**src/rtl/wb_scoreboard_pkg.sv**
```systemverilog
// Shared types and widths for the writeback scoreboard slice.
package wb_scoreboard_pkg;

    localparam int unsigned REG_ADDR_W   = 5;
    localparam int unsigned XLEN_DEF     = 32;
    localparam int unsigned LD_DEPTH_DEF = 4;

    typedef logic [REG_ADDR_W-1:0] reg_addr_t;

    typedef struct packed {
        reg_addr_t           addr;
        logic [XLEN_DEF-1:0] data;
    } wb_req_t;

    // A source/destination hit only counts for architectural registers other than x0.
    function automatic logic reg_hit(input reg_addr_t a, input reg_addr_t b);
        return (a != '0) && (a == b);
    endfunction

endpackage

```
**src/rtl/wb_scoreboard_if.sv**
```systemverilog
// EX issue, load return, decode query and writeback signals of the scoreboard.
interface wb_scoreboard_if
    import wb_scoreboard_pkg::*;
#(
    parameter int unsigned XLEN     = XLEN_DEF,
    parameter int unsigned LD_DEPTH = LD_DEPTH_DEF
) ();
    localparam int unsigned CNT_W = $clog2(LD_DEPTH) + 1;

    logic             ex_valid;
    logic             ex_ready;
    logic             ex_we;
    logic             ex_is_load;
    reg_addr_t        ex_rd;
    logic [XLEN-1:0]  ex_data;
    logic             mem_rvalid;
    logic [XLEN-1:0]  mem_rdata;
    reg_addr_t        id_rs1;
    reg_addr_t        id_rs2;
    logic             id_stall;
    logic             wb_we;
    reg_addr_t        wb_addr;
    logic [XLEN-1:0]  wb_data;
    logic [CNT_W-1:0] ld_pending;
    logic             err_unexp;

    modport master (
        output ex_valid, ex_we, ex_is_load, ex_rd, ex_data,
        output mem_rvalid, mem_rdata, id_rs1, id_rs2,
        input  ex_ready, id_stall, wb_we, wb_addr, wb_data, ld_pending, err_unexp
    );

    modport slave (
        input  ex_valid, ex_we, ex_is_load, ex_rd, ex_data,
        input  mem_rvalid, mem_rdata, id_rs1, id_rs2,
        output ex_ready, id_stall, wb_we, wb_addr, wb_data, ld_pending, err_unexp
    );

endinterface

```
**src/rtl/wb_scoreboard_ld_rd_fifo.sv**
```systemverilog
// In-order queue of outstanding load destinations with per-entry valid bits
// and a three-way lookup (rs1, rs2, ex_rd) against every live entry.
module wb_scoreboard_ld_rd_fifo
    import wb_scoreboard_pkg::*;
#(
    parameter int unsigned DEPTH = LD_DEPTH_DEF
) (
    input  logic                       clk,
    input  logic                       rst_n,
    input  logic                       push_i,
    input  reg_addr_t                  push_rd_i,
    input  logic                       pop_i,
    output reg_addr_t                  head_rd_o,
    output logic                       full_o,
    output logic                       empty_o,
    output logic [$clog2(DEPTH):0]     count_o,
    input  reg_addr_t                  rs1_i,
    input  reg_addr_t                  rs2_i,
    input  reg_addr_t                  ex_rd_i,
    output logic                       match_rs1_o,
    output logic                       match_rs2_o,
    output logic                       match_ex_o
);
    localparam int unsigned PTR_W = $clog2(DEPTH);
    localparam int unsigned CNT_W = PTR_W + 1;

    reg_addr_t        rd_q [DEPTH];
    logic [DEPTH-1:0] vld_q;
    logic [PTR_W-1:0] wr_ptr_q, rd_ptr_q;
    logic [CNT_W-1:0] count_q;
    logic             do_push, do_pop;

    assign full_o    = (count_q == CNT_W'(DEPTH));
    assign empty_o   = (count_q == '0);
    assign count_o   = count_q;
    assign head_rd_o = rd_q[rd_ptr_q];

    // A push into a full queue is only legal when the head leaves in the same cycle.
    assign do_pop  = pop_i && !empty_o;
    assign do_push = push_i && (!full_o || do_pop);

    always_ff @(posedge clk or negedge rst_n) begin
        if (!rst_n) begin
            for (int i = 0; i < int'(DEPTH); i++) rd_q[i] <= '0;
            vld_q    <= '0;
            wr_ptr_q <= '0;
            rd_ptr_q <= '0;
            count_q  <= '0;
        end else begin
            if (do_pop) begin
                vld_q[rd_ptr_q] <= 1'b0;
                rd_ptr_q        <= rd_ptr_q + PTR_W'(1);
            end
            if (do_push) begin
                rd_q[wr_ptr_q]  <= push_rd_i;
                vld_q[wr_ptr_q] <= 1'b1;
                wr_ptr_q        <= wr_ptr_q + PTR_W'(1);
            end
            count_q <= count_q + CNT_W'(do_push) - CNT_W'(do_pop);
        end
    end

    always_comb begin
        match_rs1_o = 1'b0;
        match_rs2_o = 1'b0;
        match_ex_o  = 1'b0;
        for (int i = 0; i < int'(DEPTH); i++) begin
            match_rs1_o = match_rs1_o | (vld_q[i] && reg_hit(rs1_i, rd_q[i]));
            match_rs2_o = match_rs2_o | (vld_q[i] && reg_hit(rs2_i, rd_q[i]));
            match_ex_o  = match_ex_o  | (vld_q[i] && reg_hit(ex_rd_i, rd_q[i]));
        end
    end

endmodule

```
**src/rtl/wb_scoreboard.sv**
```systemverilog
// Writeback merge of ALU results and in-order load returns, with load-use stall
// and WAW hold. Optional WB_STALL_CNT_EN adds a saturating stall counter output.
module wb_scoreboard
    import wb_scoreboard_pkg::*;
#(
    parameter int unsigned LD_DEPTH = LD_DEPTH_DEF,
    parameter int unsigned XLEN     = XLEN_DEF
) (
    input  logic           clk,
    input  logic           rst_n,
    wb_scoreboard_if.slave bus
`ifdef WB_STALL_CNT_EN
    ,
    output logic [31:0]    stall_cnt_o
`endif
);
    localparam int unsigned CNT_W = $clog2(LD_DEPTH) + 1;

    logic             fifo_full, fifo_empty, fifo_push, fifo_pop;
    reg_addr_t        fifo_head;
    logic [CNT_W-1:0] fifo_count;
    logic             match_rs1, match_rs2, match_ex;

    logic             ex_writes, ex_ready_c, ex_fire, alu_acc, id_stall_c;

    logic             skid_v_q, skid_v_d;
    reg_addr_t        skid_addr_q, skid_addr_d;
    logic [XLEN-1:0]  skid_data_q, skid_data_d;
    logic             wb_we_q, wb_we_d;
    reg_addr_t        wb_addr_q, wb_addr_d;
    logic [XLEN-1:0]  wb_data_q, wb_data_d;
    logic             err_q, err_d;

    wb_scoreboard_ld_rd_fifo #(.DEPTH(LD_DEPTH)) u_ld_rd_fifo (
        .clk         (clk),
        .rst_n       (rst_n),
        .push_i      (fifo_push),
        .push_rd_i   (bus.ex_rd),
        .pop_i       (fifo_pop),
        .head_rd_o   (fifo_head),
        .full_o      (fifo_full),
        .empty_o     (fifo_empty),
        .count_o     (fifo_count),
        .rs1_i       (bus.id_rs1),
        .rs2_i       (bus.id_rs2),
        .ex_rd_i     (bus.ex_rd),
        .match_rs1_o (match_rs1),
        .match_rs2_o (match_rs2),
        .match_ex_o  (match_ex)
    );

    // Issue acceptance, queue control and decode hazard detection.
    always_comb begin
        ex_writes  = bus.ex_we && (bus.ex_rd != '0);
        ex_ready_c = !(skid_v_q
                       || (bus.ex_is_load && fifo_full && !bus.mem_rvalid)
                       || (ex_writes && match_ex));
        ex_fire    = bus.ex_valid && ex_ready_c;
        fifo_push  = ex_fire && bus.ex_is_load && ex_writes;
        alu_acc    = ex_fire && !bus.ex_is_load && ex_writes;
        fifo_pop   = bus.mem_rvalid && !fifo_empty;
        // The entry popped this cycle still stalls; forwarding covers the next cycle.
        id_stall_c = (bus.id_rs1 != '0 && (match_rs1 || (skid_v_q && skid_addr_q == bus.id_rs1)))
                  || (bus.id_rs2 != '0 && (match_rs2 || (skid_v_q && skid_addr_q == bus.id_rs2)));
    end

    // Write port arbitration: load return, then skid, then the new ALU result.
    always_comb begin
        wb_we_d     = 1'b0;
        wb_addr_d   = wb_addr_q;
        wb_data_d   = wb_data_q;
        skid_v_d    = skid_v_q;
        skid_addr_d = skid_addr_q;
        skid_data_d = skid_data_q;
        err_d       = err_q | (bus.mem_rvalid && fifo_empty);
        if (fifo_pop) begin
            wb_we_d   = 1'b1;
            wb_addr_d = fifo_head;
            wb_data_d = bus.mem_rdata;
            if (alu_acc) begin
                skid_v_d    = 1'b1;
                skid_addr_d = bus.ex_rd;
                skid_data_d = bus.ex_data;
            end
        end else if (skid_v_q) begin
            wb_we_d   = 1'b1;
            wb_addr_d = skid_addr_q;
            wb_data_d = skid_data_q;
            skid_v_d  = 1'b0;
        end else if (alu_acc) begin
            wb_we_d   = 1'b1;
            wb_addr_d = bus.ex_rd;
            wb_data_d = bus.ex_data;
        end
    end

    always_ff @(posedge clk or negedge rst_n) begin
        if (!rst_n) begin
            skid_v_q    <= 1'b0;
            skid_addr_q <= '0;
            skid_data_q <= '0;
            wb_we_q     <= 1'b0;
            wb_addr_q   <= '0;
            wb_data_q   <= '0;
            err_q       <= 1'b0;
        end else begin
            skid_v_q    <= skid_v_d;
            skid_addr_q <= skid_addr_d;
            skid_data_q <= skid_data_d;
            wb_we_q     <= wb_we_d;
            wb_addr_q   <= wb_addr_d;
            wb_data_q   <= wb_data_d;
            err_q       <= err_d;
        end
    end

    assign bus.ex_ready   = ex_ready_c;
    assign bus.id_stall   = id_stall_c;
    assign bus.wb_we      = wb_we_q;
    assign bus.wb_addr    = wb_addr_q;
    assign bus.wb_data    = wb_data_q;
    assign bus.ld_pending = fifo_count;
    assign bus.err_unexp  = err_q;

`ifdef WB_STALL_CNT_EN
    logic [31:0] stall_cnt_q, stall_cnt_d;

    // Counts cycles where either decode or issue is held back; saturates.
    always_comb begin
        stall_cnt_d = stall_cnt_q;
        if ((id_stall_c || (bus.ex_valid && !ex_ready_c)) && stall_cnt_q != 32'hFFFF_FFFF)
            stall_cnt_d = stall_cnt_q + 32'd1;
    end

    always_ff @(posedge clk or negedge rst_n) begin
        if (!rst_n) stall_cnt_q <= '0;
        else        stall_cnt_q <= stall_cnt_d;
    end

    assign stall_cnt_o = stall_cnt_q;
`endif

endmodule

```
**src/flat_wrapper.sv**
```systemverilog
// flat-port wrapper written by rule: the top's interface ports become plain ports
module wb_scoreboard_flat import wb_scoreboard_pkg::*;
#(
    parameter int unsigned LD_DEPTH = LD_DEPTH_DEF,
    parameter int unsigned XLEN     = XLEN_DEF
)
  (clk, rst_n, bus_ex_valid, bus_ex_we, bus_ex_is_load, bus_ex_rd, bus_ex_data, bus_mem_rvalid, bus_mem_rdata, bus_id_rs1, bus_id_rs2, bus_ex_ready, bus_id_stall, bus_wb_we, bus_wb_addr, bus_wb_data, bus_ld_pending, bus_err_unexp);
  wb_scoreboard_if #(.XLEN(XLEN), .LD_DEPTH(LD_DEPTH)) bus_i ();
  input  logic clk;
  input  logic rst_n;
  input wire logic [$bits(bus_i.ex_valid)-1:0] bus_ex_valid;
  input wire logic [$bits(bus_i.ex_we)-1:0] bus_ex_we;
  input wire logic [$bits(bus_i.ex_is_load)-1:0] bus_ex_is_load;
  input wire logic [$bits(bus_i.ex_rd)-1:0] bus_ex_rd;
  input wire logic [$bits(bus_i.ex_data)-1:0] bus_ex_data;
  input wire logic [$bits(bus_i.mem_rvalid)-1:0] bus_mem_rvalid;
  input wire logic [$bits(bus_i.mem_rdata)-1:0] bus_mem_rdata;
  input wire logic [$bits(bus_i.id_rs1)-1:0] bus_id_rs1;
  input wire logic [$bits(bus_i.id_rs2)-1:0] bus_id_rs2;
  output wire logic [$bits(bus_i.ex_ready)-1:0] bus_ex_ready;
  output wire logic [$bits(bus_i.id_stall)-1:0] bus_id_stall;
  output wire logic [$bits(bus_i.wb_we)-1:0] bus_wb_we;
  output wire logic [$bits(bus_i.wb_addr)-1:0] bus_wb_addr;
  output wire logic [$bits(bus_i.wb_data)-1:0] bus_wb_data;
  output wire logic [$bits(bus_i.ld_pending)-1:0] bus_ld_pending;
  output wire logic [$bits(bus_i.err_unexp)-1:0] bus_err_unexp;
  assign bus_i.ex_valid = bus_ex_valid;
  assign bus_i.ex_we = bus_ex_we;
  assign bus_i.ex_is_load = bus_ex_is_load;
  assign bus_i.ex_rd = bus_ex_rd;
  assign bus_i.ex_data = bus_ex_data;
  assign bus_i.mem_rvalid = bus_mem_rvalid;
  assign bus_i.mem_rdata = bus_mem_rdata;
  assign bus_i.id_rs1 = bus_id_rs1;
  assign bus_i.id_rs2 = bus_id_rs2;
  assign bus_ex_ready = bus_i.ex_ready;
  assign bus_id_stall = bus_i.id_stall;
  assign bus_wb_we = bus_i.wb_we;
  assign bus_wb_addr = bus_i.wb_addr;
  assign bus_wb_data = bus_i.wb_data;
  assign bus_ld_pending = bus_i.ld_pending;
  assign bus_err_unexp = bus_i.err_unexp;
  wb_scoreboard #(.LD_DEPTH(LD_DEPTH), .XLEN(XLEN)) u_core (.clk(clk), .rst_n(rst_n), .bus(bus_i));
endmodule
```
**config.mk**
```make
export PLATFORM = sky130hd
export DESIGN_NAME = wb_scoreboard_flat
export DESIGN_NICKNAME = d
export VERILOG_FILES = /design/src/rtl/wb_scoreboard_pkg.sv /design/src/rtl/wb_scoreboard_if.sv /design/src/rtl/wb_scoreboard_ld_rd_fifo.sv /design/src/rtl/wb_scoreboard.sv /design/src/flat_wrapper.sv
export SDC_FILE = /design/constraint.sdc
export NUM_CORES = 1
export LEC_CHECK = 0
export ABC_AREA = 1
export CAP_MARGIN = 20
export CORE_ASPECT_RATIO = 0.7
export CORE_UTILIZATION = 54
export CTS_BUF_LIST = sky130_fd_sc_hd__clkbuf_4 sky130_fd_sc_hd__clkbuf_8
export CTS_CLUSTER_DIAMETER = 50
export DETAILED_ROUTE_END_ITERATION = 10
export PLACE_DENSITY_LB_ADDON = 0.05
export SETUP_SLACK_MARGIN = 0.02
export SLEW_MARGIN = 20
export SYNTH_ARGS = -nofsm -noshare
export SYNTH_HDL_FRONTEND = slang
export SYNTH_HIERARCHICAL = 1
export SYNTH_SLANG_ARGS = --single-unit
export TNS_END_PERCENT = 10
```
**constraint.sdc**
```tcl
create_clock -name clk -period 3.8 [get_ports clk]
set_clock_uncertainty 0.05 [all_clocks]
set_input_delay 0.57 -clock clk [delete_from_list [all_inputs] [get_ports clk]]
set_output_delay 0.57 -clock clk [all_outputs]
set_load 0.005 [all_outputs]
```
==> results.txt, run 1 <==
Setup Buffers After CTS -> 0
antenna violations before repair -> 0
die outline area -> 13000 um2
most frequently used cell type in the post-synthesis netlist -> nand2_1
count of nets after finishing -> 1195
vias after detailed routing -> 6938
area leader, netlist -> dfrtp_1
total internal power -> 0.00303 W
Worst Path Arrival -> 2.87 ns
Die W -> 136 um
count of antenna-violating nets left after detailed routing -> 0
routed len/inst -> 16.6 um
placer congestion estimate -> 0.956
Clk network pwr share -> 0.121
initial standard-cell utilization of the core -> 0.565
headroom to the max-slew limit -> 0.470
worst hold path class -> primary input to asynchronous set/reset pin
clock edge transition at the registers on the reported setup and hold paths -> 0.11 ns
share of synthesized area occupied by flip-flops and latches -> 0.401
async set-reset flop share out of synthesis -> 1.00
Final setup violation count -> 0
Setup crit start kind -> primary input
share of the clock period used by the worst path after layout -> 0.919
VDD IR max -> 0.000415 V
number of optimization iterations in the first detailed-route pass -> 6
H-tree depth -> 3
buffers added on ports -> 128
vias in the first global route -> 6237
ys flop type -> dfrtp_1
synth warn -> 6
number of synthesized flops with an enable pin -> 0
most frequent cells after synthesis -> 434 x nand2_1, 108 x dfrtp_1, 99 x nor2_1
worst skew pair latency -> 0.39 ns
Post-Syn Area -> 6750 um2
WL final -> 21000 um
area growth from synthesis to layout -> 22.6%
Syn Nets -> 1083
Yosys reg bits -> 108
Worst Setup Slack, final -> 0.307 ns
Max-cap violations -> 0
first-pass GRT wire length -> 33000 um
cts hold-fix bufs -> 0
mean area per synthesized cell -> 6.84 um2
Leak -> 4.26 nW
largest cells by area after synthesis -> dfrtp_1 40%, nand2_1 24%, nand3_1 6.6%
fillers -> 1033
ratio of cells with drive above 1 in the final layout -> 0.0897
core area -> 11900 um2
number of different library cells in the post-synthesis netlist -> 34
final sum of negative setup slack -> 0 ns
Top-Level Pins -> 129
# DRC -> 0
CTS Buf Count -> 9
max-slew violation count -> 0
post-detailed-placement half-perimeter wirelength -> 14800 um
drt initial violations -> 666
fin crit period -> 3.49 ns
worst-case setup slack after placement -> 0.158 ns
count of final hold-check violations -> 0
final cell utilization of the core -> 0.693
Bufs on Longest Clock Path -> 2
power dissipated by switching net loads -> 0.00236 W
CTS sink count -> 108
outcome -> completed
endpoint class of the critical path -> output pin
GRT Util Overall -> 0.336
clock tree from TritonCTS -> done
combinational fraction of design power -> 0.456
switching power share of the total -> 0.437
vertical die dimension -> 95.5 um
via density per instance -> 5.50
Worst-Margin Slew -> 0.794 ns
Max Freq -> 0.286 GHz
Max Fanout on Critical Path -> 7
number of cells produced by synthesis -> 987
required time worst endpoint -> 3.18 ns
fraction of power consumed by sequential logic -> 0.424
share of the synthesized area in the top cell type -> 0.401
total overflow reported by the global router -> 0
CP Class -> primary input to output pin
flop-to-flop setup slack -> 0.77 ns
diode insertion count for antenna repair -> 0
pwr/cell area -> 651 nW/um2
post-cts gate resize count -> 0
Rows -> 33
RSZ-0062 raised after global routing -> false
maximum number of pins on one net before global-route repair -> 63
clock root buffer master -> clkbuf_8
==> routing by layer <==
metal,share of wire,global-route usage,up-vias
met2,0.42,0.506,380
met5,0,0,-
met4,0.0080,0.0655,0
met1,0.44,0.488,3191
li1,-,-,3349
met3,0.12,0.0845,18
==> sequential cells by signal, summed over array words and instances (netlist names), 2 cells and up <==
signal                        count
u_core/skid_data_q               32
u_core/bus.wb_addr                5
u_core/u_ld_rd_fifo/vld_q         4
u_core/u_ld_rd_fifo/count_o       3
u_core/u_ld_rd_fifo/wr_ptr_q      2
u_core/u_ld_rd_fifo/rd_ptr_q      2
u_core/bus.wb_data               32
u_core/skid_addr_q                5
u_core/u_ld_rd_fifo/rd_q         20
==> area by class of cell <==
class                      count  area, um2  area share
clock buffer                  10        131      0.0159
tap                          157        196      0.0237
sequential                   108       2700       0.327
clock inverter                 6       48.8     0.00590
multi-input combinational    764       3490       0.421
timing repair buffer         149       1450       0.175
inverter                      67        259      0.0313
==> stage by stage <==
step | cells | area (um2) | power [W] | hold slack (ns)
2_1_floorplan | 987 | 6750 | 0.00359 | 0.224
3_3_place_gp | 1245 | 8090 | 0.00463 | 0.397
6_report | 1261 | 8270 | 0.00539 | 0.185
5_1_grt | 1261 | 8270 | 0.00579 | 0.243
3_5_place_dp | 1245 | 8090 | 0.00470 | 0.409
4_1_cts | 1261 | 8270 | 0.00535 | 0.220
==> power groups by stage <==
stage                     Sequential (W)  Combinational (W)  Clock (W)
after floorplan                  0.00205            0.00154          0
after global placement           0.00226            0.00237          0
after detailed placement         0.00226            0.00243          0
after CTS                        0.00225            0.00244   0.000664
after global routing             0.00233            0.00275   0.000709
final                            0.00228            0.00245   0.000651
==> cell usage in the layout, fill, tap and decap left out, drive strengths merged <==
cell type      netlist  final
clkbuf              14     10
nor2               103    103
clkinvlp             0      2
o21bai               1      1
clkdlybuf4s50        0    127
nand4                2      2
o21ai               39     39
a31oi               38     38
a21o                 1      1
inv                 66     67
ha                  10     10
fa                   1      1
nor4                 2      2
nand3               93     93
xnor2                3      3
a21oi               16     16
nor3b                1      1
nor3                 3      3
nand2              445    445
dfrtp              108    108
buf                 34     22
o22ai                2      2
xor2                 4      4
clkinv               1      4
==> critical path, stage by stage <==
cell,delay (ns)
clkdlybuf4s50_1,0.68
inv_2,0.13
nand2_1,0.08
nand2_1,0.05
nor2_1,0.14
nand3_1,0.12
nand2_1,0.09
nor2_1,0.04
nor2_1,0.12
nor2_1,0.06
o21ai_0,0.15
o21ai_0,0.10
nand2_1,0.07
clkdlybuf4s50_1,0.48
==> kinds of logic (layout without fill, tap and decap cells) <==
family          after synthesis  in the layout  synth area share
xor+xnor                      7              7           0.00909
buf+inv                     115            232            0.0829
flops                       108            108             0.401
compound gates               97             97            0.0905
fa+ha+maj                    11             11            0.0215
simple gates                649            649             0.395
==> final timing paths <==
kind / from / endpoint / cells after the start
max reg2reg: u_core/u_ld_rd_fifo/rd_q[14] / u_core/u_ld_rd_fifo/count_o[2] / 17
max in group asynchronous: rst_n / u_core/bus.wb_data[21] / 2
min in group clk: u_core/skid_data_q[0] / u_core/skid_data_q[0] / 2
min: rst_n / u_core/u_ld_rd_fifo/count_o[0] / 1
min reg2reg: u_core/skid_data_q[0] / u_core/skid_data_q[0] / 2
max: bus_id_rs2[2] / bus_id_stall / 14
(Power assumes the default switching activity.)
==> run 2: changes to the inputs <==
--- a/config.mk
+++ b/config.mk
@@ -10,3 +10,4 @@
 export CORE_ASPECT_RATIO = 0.7
-export CORE_UTILIZATION = 54
+export CORE_MARGIN = 2
+export CORE_UTILIZATION = 49
 export CTS_BUF_LIST = sky130_fd_sc_hd__clkbuf_4 sky130_fd_sc_hd__clkbuf_8
==> constraint.sdc (replaced) <==
create_clock -name clk -period 2.96 [get_ports clk]
set_clock_uncertainty 0.05 [all_clocks]
set_input_delay 0.592 -clock clk [delete_from_list [all_inputs] [get_ports clk]]
set_output_delay 0.592 -clock clk [all_outputs]
set_load 0.005 [all_outputs]
==> run 2 against run 1 <==
  * Final area is 5.7% higher
  * First-iteration DRC count is 6.9% lower
  * Clock-buffer cell count up 1
  * Sequential share of layout area shrank 1.6 points
  * Combinational power increased by 40%
  * Non-clock buffer count up 45
  * Critical path depth rose by 4
  * Via count shrank 0.43%
  * Register-to-register slack worse by 0.67 ns
  * Clock power is 37% higher
  * Die area increased by 14%
  * Largest power group unchanged
==> results.txt, run 2 (synthesized netlist as in run 1, its figures left out) <==
total overflow reported by the global router -> 0 (unchanged)
number of placed cells counting well taps -> 1315 (+5.6%)
delay-heaviest family, CP -> simple AND/OR/NAND/NOR gates
outcome -> completed
fillers -> 1234 (+19%)
Setup crit start kind -> register
vertical die dimension -> 102 um (+7.0%)
number of optimization iterations in the first detailed-route pass -> 6 (unchanged)
area growth from synthesis to layout -> 29.6%
CP Class -> register to register
WL final -> 21200 um (+1.0%)
RSZ-0062 raised after global routing -> true
GRT Util Overall -> 0.300 (-0.0357)
count of final hold-check violations -> 0 (unchanged)
Die W -> 144 um (+6.4%)
post-detailed-placement half-perimeter wirelength -> 15500 um (+4.5%)
Min Hold Slack -> 0.0992 ns (-0.0855 ns)
maximum number of pins on one net before global-route repair -> 54 (-14%)
# DRC -> 0 (unchanged)
count of nets after finishing -> 1240 (+3.8%)
worst skew pair latency -> 0.38 ns (about the same)
CTS sink count -> 108 (unchanged)
clock root buffer master -> clkbuf_8
first-pass GRT wire length -> 33900 um (+2.8%)
count of antenna-violating nets left after detailed routing -> 0 (unchanged)
drt initial violations -> 620 (-6.9%)
pwr/cell area -> 819 nW/um2 (+26%)
routed len/inst -> 15.9 um (-4.4%)
Rows -> 35 (+6.1%)
via density per instance -> 5.18 (-5.8%)
required time worst endpoint -> 3.18 ns (about the same)
endpoint class of the critical path -> register
most used cells in the layout excluding fill and tap cells -> 434 x nand2_1, 110 x clkdlybuf4s50_1, 96 x dfrtp_1, 95 x nor2_1, 89 x nand3_1
share of the clock period used by the worst path after layout -> 0.965
Max Freq -> 0.350 GHz
final sum of negative setup slack -> 0 ns (unchanged)
die outline area -> 14700 um2 (+14%)
vias after detailed routing -> 6908 (-0.43%)
ratio of cells with drive above 1 in the final layout -> 0.145 (+0.0558)
vias in the first global route -> 6307 (+1.1%)
area of placed instances -> 8510 um2 (+5.1%)
Leak -> 4.52 nW (+6.1%)
CTS Buf Count -> 9 (unchanged)
most numerous cell on the critical path -> nand2_1
fin crit period -> 2.86 ns
H-tree depth -> 3 (unchanged)
antenna violations before repair -> 1 (+1)
placer congestion estimate -> 0.945 (-1.2%)
delay of the slowest critical-path stage -> 0.51 ns (-0.17 ns)
clock edge transition at the registers on the reported setup and hold paths -> 0.11 ns (about the same)
leading cell type in the layout, fill and taps excluded -> nand2_1
buffers added on ports -> 128 (unchanged)
critical-path cell with the highest stage delay -> dfrtp_2
max-slew violation count -> 0 (unchanged)
worst hold path class -> primary input to asynchronous set/reset pin
Top-Level Pins -> 129 (unchanged)
Final Cell Area -> 8750 um2 (+5.7%)
final cell count without fillers -> 1333 (+5.7%)
headroom to the max-slew limit -> 0.661 (+0.191)
clock tree from TritonCTS -> done
initial standard-cell utilization of the core -> 0.507 (-0.0586)
diode insertion count for antenna repair -> 0 (unchanged)
Critical Path, Cell by Cell -> inv_4 -> nand2_1 -> nand2_1 -> nor2_2 -> nand3_1 -> nand2_1 -> nor2_1 -> nor2_1 -> nand3_2 -> nand3_2 -> nor3b_1 -> buf_4 -> nand2_4 -> ha_1 -> inv_1 -> ha_1 -> fa_1 -> xnor2_1
VDD IR max -> 0.000597 V (+44%)
buffers plus inverters on the worst setup path -> 3 (unchanged)
Final setup violation count -> 0 (unchanged)
Max Fanout on Critical Path -> 5 (-2)
Worst-Margin Slew -> 0.508 ns (-0.286 ns)
Max-cap violations -> 0 (unchanged)
Bufs on Longest Clock Path -> 2 (unchanged)
Worst Path Arrival -> 3.08 ns (+0.21 ns)
cts hold-fix bufs -> 0 (unchanged)
core area -> 13300 um2 (+12%)
==> run 2: where the power goes <==
group	switching [W]	internal, W	leakage, nW
Sequential	0.000685	0.00217	1.32
Combinational	0.00185	0.00156	3.10
Clock	0.000524	0.000366	0.100
==> run 2: layout make-up <==
class / count / area (um2) / share of cell area
well taps: 185 / 231 / 0.0265
clock inverters: 4 / 40.0 / 0.00458
inverters: 67 / 262 / 0.0299
clock buffers: 11 / 151 / 0.0173
repair buffers: 194 / 1850 / 0.211
multi-input cells: 764 / 3490 / 0.400
flip-flops and latches: 108 / 2720 / 0.311
==> run 2: metrics by stage <==
| stage | util | setup WS, ns | total power [W] |
|---|---|---|---|
| finish | 0.657 | 0.104 | 0.00716 |
| global route | 0.657 | -0.0778 | 0.00775 |
| CTS | 0.655 | -0.0542 | 0.00711 |
| detailed placement | 0.639 | -0.555 | 0.00619 |
| global placement | 0.639 | -0.564 | 0.00614 |
| floorplan | - | 0.0668 | 0.00461 |
==> run 2: repair_timing <==
action / in CTS / in global routing
pin swaps: 5 / 4
buffers inserted: 1 / 2
setup endpoints to repair: 4 / 4
resized for setup: 40 / 14
==> run 2: final timing paths <==
path	slack, ns	endpoint	depth (start not counted)	startpoint
min in group clk	0.43	u_core/bus.err_unexp	1	u_core/bus.err_unexp
setup reg to reg	0.10	u_core/u_ld_rd_fifo/count_o[2]	18	u_core/u_ld_rd_fifo/rd_q[6]
hold / removal	0.1	u_core/u_ld_rd_fifo/count_o[1]	1	rst_n
hold reg to reg	0.43	u_core/bus.err_unexp	1	u_core/bus.err_unexp
max in group asynchronous	2.07	u_core/skid_data_q[10]	2	rst_n
setup / recovery	0.10	u_core/u_ld_rd_fifo/count_o[2]	18	u_core/u_ld_rd_fifo/rd_q[6]
==> run 2: worst reg2reg max path: cells and delay by family, from the launching register on <==
kind,cells,cell delay [ns]
xor+xnor,1,0.13
fa+ha+maj,3,0.84
buf+inv,3,0.31
flops,1,0.51
simple gates,11,0.92
==> run 2: per-layer routing <==
layer / global-route usage / up-vias / routed length (um)
li1: - / 3442 / -
met1: 0.465 / 3171 / 10400
met2: 0.432 / 287 / 8570
met3: 0.0769 / 6 / 2120
met4: 0.0478 / 2 / 51
met5: 0 / - / 13
